`config.mk`:
```
export PLATFORM = sky130hd
export DESIGN_NAME = nios_fprint_led_pio_flat
export DESIGN_NICKNAME = d
export VERILOG_FILES = /design/src/rtl/nios_fprint_led_pio_if.sv /design/src/rtl/nios_fprint_led_pio.sv /design/src/flat_wrapper.sv
export SDC_FILE = /design/constraint.sdc
export NUM_CORES = 1
export LEC_CHECK = 0
export BUFFER_PORTS_ARGS = -buffer_cell sky130_fd_sc_hd__buf_2
export CAP_MARGIN = 0
export CORE_ASPECT_RATIO = 0.6
export CORE_MARGIN = 2
export CORE_UTILIZATION = 56
export DETAILED_ROUTE_END_ITERATION = 6
export MAX_ROUTING_LAYER = met4
export PLACE_DENSITY = 0.83
export SYNTH_ARGS = -nofsm -noshare
export SYNTH_HDL_FRONTEND = slang
export SYNTH_SLANG_ARGS = --single-unit
```
`constraint.sdc`:
```
create_clock -name clk -period 3.5 [get_ports clk]
set_input_delay 0.7 -clock clk [delete_from_list [all_inputs] [get_ports clk]]
set_output_delay 0.7 -clock clk [all_outputs]
set_load 0.005 [all_outputs]
```
`src/rtl/nios_fprint_led_pio_if.sv`:
```
// Avalon-MM slave bus bundle for the fprint LED output PIO.
// The master drives the request fields; the slave returns registered readdata.
interface nios_fprint_led_pio_if;
   logic [2:0]  address;
   logic        chipselect;
   logic        write_n;
   logic [31:0] writedata;
   logic [31:0] readdata;

   modport master (
      output address,
      output chipselect,
      output write_n,
      output writedata,
      input  readdata
   );

   modport slave (
      input  address,
      input  chipselect,
      input  write_n,
      input  writedata,
      output readdata
   );
endinterface

```
`src/rtl/nios_fprint_led_pio.sv`:
```
// Output PIO for the Nios fprint system: software-controlled data register driving
// out_port, plus a one-shot engine that ORs a latched mask onto out_port for N cycles.
module nios_fprint_led_pio #(
   parameter int                 WIDTH       = 8,
   parameter logic [WIDTH-1:0]   RESET_VALUE = '0,
   parameter int                 CNT_WIDTH   = 24
) (
   input  logic                  clk,
   input  logic                  reset,
   nios_fprint_led_pio_if.slave  bus,
   output logic [WIDTH-1:0]      out_port,
   output logic                  irq
);

   typedef enum logic {
      S_IDLE  = 1'b0,
      S_PULSE = 1'b1
   } state_t;

   localparam logic [2:0] A_DATA     = 3'd0;
   localparam logic [2:0] A_MASK     = 3'd1;
   localparam logic [2:0] A_CNT      = 3'd2;
   localparam logic [2:0] A_STATUS   = 3'd3;
   localparam logic [2:0] A_OUTSET   = 3'd4;
   localparam logic [2:0] A_OUTCLEAR = 3'd5;

   localparam logic [CNT_WIDTH-1:0] CNT_ONE = CNT_WIDTH'(1);

   state_t                 r_state;
   state_t                 w_state_nxt;
   logic [WIDTH-1:0]       r_data;
   logic [WIDTH-1:0]       r_mask;
   logic [WIDTH-1:0]       r_mask_lat;
   logic [CNT_WIDTH-1:0]   r_count;
   logic                   r_done;
   logic                   r_irq_en;
   logic [31:0]            r_readdata;

   logic                   w_wr;
   logic                   w_wr_cnt;
   logic                   w_wr_sts;
   logic [CNT_WIDTH-1:0]   w_cnt_val;
   logic                   w_cnt_zero;
   logic                   w_busy;
   logic                   w_load;
   logic                   w_abort;
   logic                   w_expire;
   logic [31:0]            w_rdata;
   logic                   w_unused;

   assign w_wr       = bus.chipselect & ~bus.write_n;
   assign w_wr_cnt   = w_wr && (bus.address == A_CNT);
   assign w_wr_sts   = w_wr && (bus.address == A_STATUS);
   assign w_cnt_val  = bus.writedata[CNT_WIDTH-1:0];
   assign w_cnt_zero = (w_cnt_val == '0);
   // Upper writedata bits beyond the register widths are deliberately ignored.
   assign w_unused   = &{1'b0, bus.writedata};

   // NOTE: sequential state uses non-blocking assignments so every register samples
   // pre-edge values; blocking here would create order-dependent simulation races.
   always_ff @(posedge clk) begin
      if (reset) r_state <= S_IDLE;
      else       r_state <= w_state_nxt;
   end

   // NOTE: every combinational output gets a default first so no latch is inferred.
   always_comb begin
      w_state_nxt = r_state;
      case (r_state)
         S_IDLE: begin
            if (w_wr_cnt && !w_cnt_zero) w_state_nxt = S_PULSE;
         end
         S_PULSE: begin
            if (w_wr_cnt)                w_state_nxt = w_cnt_zero ? S_IDLE : S_PULSE;
            else if (r_count == CNT_ONE) w_state_nxt = S_IDLE;
         end
         default: w_state_nxt = S_IDLE;
      endcase
   end

   // A PULSE_CNT write on the expiry edge is a restart, so it suppresses done.
   always_comb begin
      w_busy   = (r_state == S_PULSE);
      w_load   = w_wr_cnt && !w_cnt_zero;
      w_abort  = w_busy && w_wr_cnt && w_cnt_zero;
      w_expire = w_busy && !w_wr_cnt && (r_count == CNT_ONE);
      out_port = r_data | (w_busy ? r_mask_lat : '0);
      irq      = r_done & r_irq_en;
   end

   always_ff @(posedge clk) begin
      if (reset) begin
         r_count    <= '0;
         r_mask_lat <= '0;
      end else if (w_load) begin
         r_count    <= w_cnt_val;
         r_mask_lat <= r_mask;
      end else if (w_abort) begin
         r_count    <= '0;
      end else if (w_busy) begin
         r_count    <= r_count - CNT_ONE;
      end
   end

   // Expiry outranks a simultaneous STATUS write so a completion is never lost.
   always_ff @(posedge clk) begin
      if (reset) begin
         r_done   <= 1'b0;
         r_irq_en <= 1'b0;
      end else begin
         if (w_expire)      r_done <= 1'b1;
         else if (w_wr_sts) r_done <= 1'b0;
         if (w_wr_sts)      r_irq_en <= bus.writedata[2];
      end
   end

   always_ff @(posedge clk) begin
      if (reset) begin
         r_data <= RESET_VALUE;
         r_mask <= '0;
      end else if (w_wr) begin
         case (bus.address)
            A_DATA:     r_data <= bus.writedata[WIDTH-1:0];
            A_MASK:     r_mask <= bus.writedata[WIDTH-1:0];
            A_OUTSET:   r_data <= r_data | bus.writedata[WIDTH-1:0];
            A_OUTCLEAR: r_data <= r_data & ~bus.writedata[WIDTH-1:0];
            default:    ;
         endcase
      end
   end

   always_comb begin
      w_rdata = '0;
      case (bus.address)
         A_DATA:   w_rdata[WIDTH-1:0]     = r_data;
         A_MASK:   w_rdata[WIDTH-1:0]     = r_mask;
         A_CNT:    w_rdata[CNT_WIDTH-1:0] = r_count;
         A_STATUS: w_rdata[2:0]           = {r_irq_en, r_done, w_busy};
         default:  w_rdata = '0;
      endcase
   end

   always_ff @(posedge clk) begin
      if (reset) r_readdata <= '0;
      else       r_readdata <= w_rdata;
   end

   assign bus.readdata = r_readdata;

endmodule

```
`src/flat_wrapper.sv`:
```
// flat-port wrapper written by rule: the top's interface ports become plain ports
module nios_fprint_led_pio_flat 
#(
   parameter int                 WIDTH       = 8,
   parameter logic [WIDTH-1:0]   RESET_VALUE = '0,
   parameter int                 CNT_WIDTH   = 24
)
  (clk, reset, out_port, irq, bus_address, bus_chipselect, bus_write_n, bus_writedata, bus_readdata);
  nios_fprint_led_pio_if bus_i ();
  input  logic clk;
  input  logic reset;
  output logic [WIDTH-1:0] out_port;
  output logic irq;
  input wire logic [$bits(bus_i.address)-1:0] bus_address;
  input wire logic [$bits(bus_i.chipselect)-1:0] bus_chipselect;
  input wire logic [$bits(bus_i.write_n)-1:0] bus_write_n;
  input wire logic [$bits(bus_i.writedata)-1:0] bus_writedata;
  output wire logic [$bits(bus_i.readdata)-1:0] bus_readdata;
  assign bus_i.address = bus_address;
  assign bus_i.chipselect = bus_chipselect;
  assign bus_i.write_n = bus_write_n;
  assign bus_i.writedata = bus_writedata;
  assign bus_readdata = bus_i.readdata;
  nios_fprint_led_pio #(.WIDTH(WIDTH), .RESET_VALUE(RESET_VALUE), .CNT_WIDTH(CNT_WIDTH)) u_core (.clk(clk), .reset(reset), .bus(bus_i), .out_port(out_port), .irq(irq));
endmodule
```
==> results.json <==
{
  "outcome": "completed",
  "first_pass_iters": 5,
  "drive_above_1_share": 0.220,
  "hold_path_class": "flop to flop",
  "cts_htree_levels": 3,
  "fill_cells": 508,
  "rrSetupSlack_ns": 1.03,
  "post_cts_buffers": 0,
  "via_per_inst": 6.18,
  "io_pins": 80,
  "ys_async_sr_fraction": 0,
  "path_max_fanout": 5,
  "crit_start": "u_core.r_count[0]",
  "synth_flop_cell": "dfxtp_1",
  "die_area_mm2": 0.00730,
  "arrival_ns": 2.68,
  "initialDrtViolationCount": 432,
  "syn_inst": 431,
  "fin_crit_ns": 2.47,
  "clock-sinks": 75,
  "cts_tree": "yes",
  "synth.area.top_cells": "dfxtp_1, mux2i_1, nor2_1",
  "grt_pass1_vias": 3039,
  "leakage_nw": 1.89,
  "clockBufferDepth": 2,
  "r2r-start": "u_core.r_count[0]",
  "final_cells": 576,
  "yosysTopAreaCell": "dfxtp_1",
  "placed_cells": 560,
  "clockRootBuffer": "clkbuf_8",
  "row_count": 22,
  "synth-compound-area-share": 0.177,
  "fin_skew_ns": 0.00635,
  "io_buffers": 63,
  "muxShareOfSynthArea": 0.0919,
  "die-height_um": 67.0,
  "synth-seq-cells": 75,
  "cts_resized": 0,
  "fin_tns_setup_ns": 0,
  "vias": 3558,
  "insertion_delay_ns": 0.35,
  "yosys.area.top_type_share": 0.405,
  "max_freq_mhz": 405,
  "setup_viol": 0,
  "ys_types": 63,
  "initial_core_util": 0.593,
  "synth_common_cells": "dfxtp_1, nor2_1, nand2_1",
  "finalInstanceArea_mm2": 0.00424,
  "drc": 0,
  "timing.final.max_slew_violations": 0,
  "cp-end-kind": "flop",
  "grt_max_degree": 52,
  "worstHoldStart": "u_core.r_data[7]",
  "synth_top_family_by_area": "simple AND/OR/NAND/NOR gates",
  "wl_um": 9980,
  "synth_edf_count": 0,
  "drt.antenna.violating_nets": 0,
  "dieWidth_um": 109,
  "clkTransAtPathRegs_ns": 0.08,
  "cpPeakStageDelay_ns": 0.46,
  "grt_overflow": 0,
  "dp_hpwl_um": 6920,
  "cts_made_buffers": 9,
  "seq_area_frac_synth": 0.405,
  "nets": 528,
  "rsz0062_at_grt": "false",
  "diodes": 0,
  "syn2layout_area_growth_pct": 14.4,
  "maxSlewHeadroom": 0.429,
  "synthesis.area_mm2": 0.00370,
  "vdd.ir_drop.worst_v": 0.000291,
  "core_area_mm2": 0.00625,
  "yosys_warnings": 0,
  "finalWeightedCongestion": 0.904,
  "post_synth.cell_area_avg_um2": 8.60,
  "hold_viol": 0,
  "hold_buffers": 0,
  "wl_per_cell_um": 17.3,
  "grtUsageTotal": 0.290,
  "worstPathRequired_ns": 3.71,
  "worstMarginPinSlew_ns": 0.854,
  "powerDensity_mw_per_mm2": 452,
  "critPathSlowestCell": "nor4b_2",
  "synth.most_common_cell": "dfxtp_1",
  "grt_pass1_wl_um": 15500,
  "path_class": "flop to flop",
  "path_cells": "inv_1, ha_1, nor4b_2, nand4_1, o311ai_0, a21boi_0, a31oi_1",
  "antenna_found_initial": 0,
  "drv_cap": 0,
  "period_share": 0.706,
  "dpl_cell_area_mm2": 0.00402,
  "synth_fa_ha_area_frac": 0.00675,
  "total_power_mw": 1.92,
  "synth_xor_xnor_area_share": 0.00236,
  "synthSimpleGateAreaFrac": 0.256,
  "cp-start-kind": "flop"
}
==> routing by layer <==
metal	track usage	vias up	routed length (um)
met5	-	-	0
met4	0.0962	0	116
met3	0.0959	18	1420
met2	0.384	243	4050
met1	0.408	1645	4400
li1	-	1652	-
==> worst paths after layout <==
check | endpoint | cells after the start
worst max-delay path | u_core.r_count[20] | 7
worst min-delay path | u_core.r_data[7] | 2
worst min register to register | u_core.r_data[7] | 2
worst max register to register | u_core.r_count[20] | 7
==> logic make-up (layout without fill, tap and decap cells) <==
kind of cell | Yosys count | after routing
fa+ha+maj | 2 | 2
flops | 75 | 75
compound gates | 107 | 107
other cells | 1 | 8
simple gates | 177 | 177
xor+xnor | 1 | 1
mux | 30 | 30
buf+inv | 38 | 92
==> critical path: cells and delay by family (launching register included) <==
kind	cells	cell delay, ns
flops	1	0.35
fa+ha+maj	1	0.25
buf+inv	1	0.14
compound gates	3	0.77
simple gates	2	0.84
==> report_power, final <==
part | internal [mW] | leakage [nW] | total (mW) | switching (mW)
clock network | 0.403 | 0.106 | 0.733 | 0.331
logic | 0.110 | 1.18 | 0.282 | 0.172
registers | 0.872 | 0.606 | 0.901 | 0.0284
total | 1.38 | 1.89 | 1.92 | 0.531
==> layout by cell type, fill, tap and decap left out, drive strengths merged, types with 3 or more instances in the layout <==
cell and n:
a31oi 14, nand2 36, nor2b 15, nor2 48, nor4 14, a21oi 33
nand4 8, o211ai 3, dfxtp 75, and2 17, buf 73, mux4 3
mux2i 25, o21a 3, nor3b 3, o21ai 29, o31a 3, conb 8
a21o 8, nand3 9, nand3b 3, clkbuf 10, nor3 10, clkinv 3
inv 3
==> sequential cells by signal, indices dropped and copies added, names as in the netlist <==
register             flops
u_core.r_count          24
u_core.r_irq_en          1
u_core.r_data            8
u_core.r_mask_lat        8
u_core.bus.readdata     24
u_core.r_done            1
u_core.r_mask            8
u_core.r_state           1
==> final cells by class <==
class,instances,area [um2],area share
Multi-Input combinational cell,325,2010,0.475
Inverter,3,11.3,0.00266
Clock buffer,10,128,0.0301
Timing Repair Buffer,73,390,0.0921
Clock inverter,6,90.1,0.0213
Sequential cell,75,1500,0.354
Tap cell,84,105,0.0248
==> per-stage QoR <==
step / hold slack (ns) / utilization / setup WS, ns
after floorplan: 0.450 / - / 1.41
after global placement: 0.466 / 0.643 / 0.952
after detailed placement: 0.476 / 0.643 / 0.943
after CTS: 0.488 / 0.678 / 1.12
after global routing: 0.512 / 0.678 / 0.883
final: 0.492 / 0.678 / 1.03
Power figures use the tool's default switching activity.
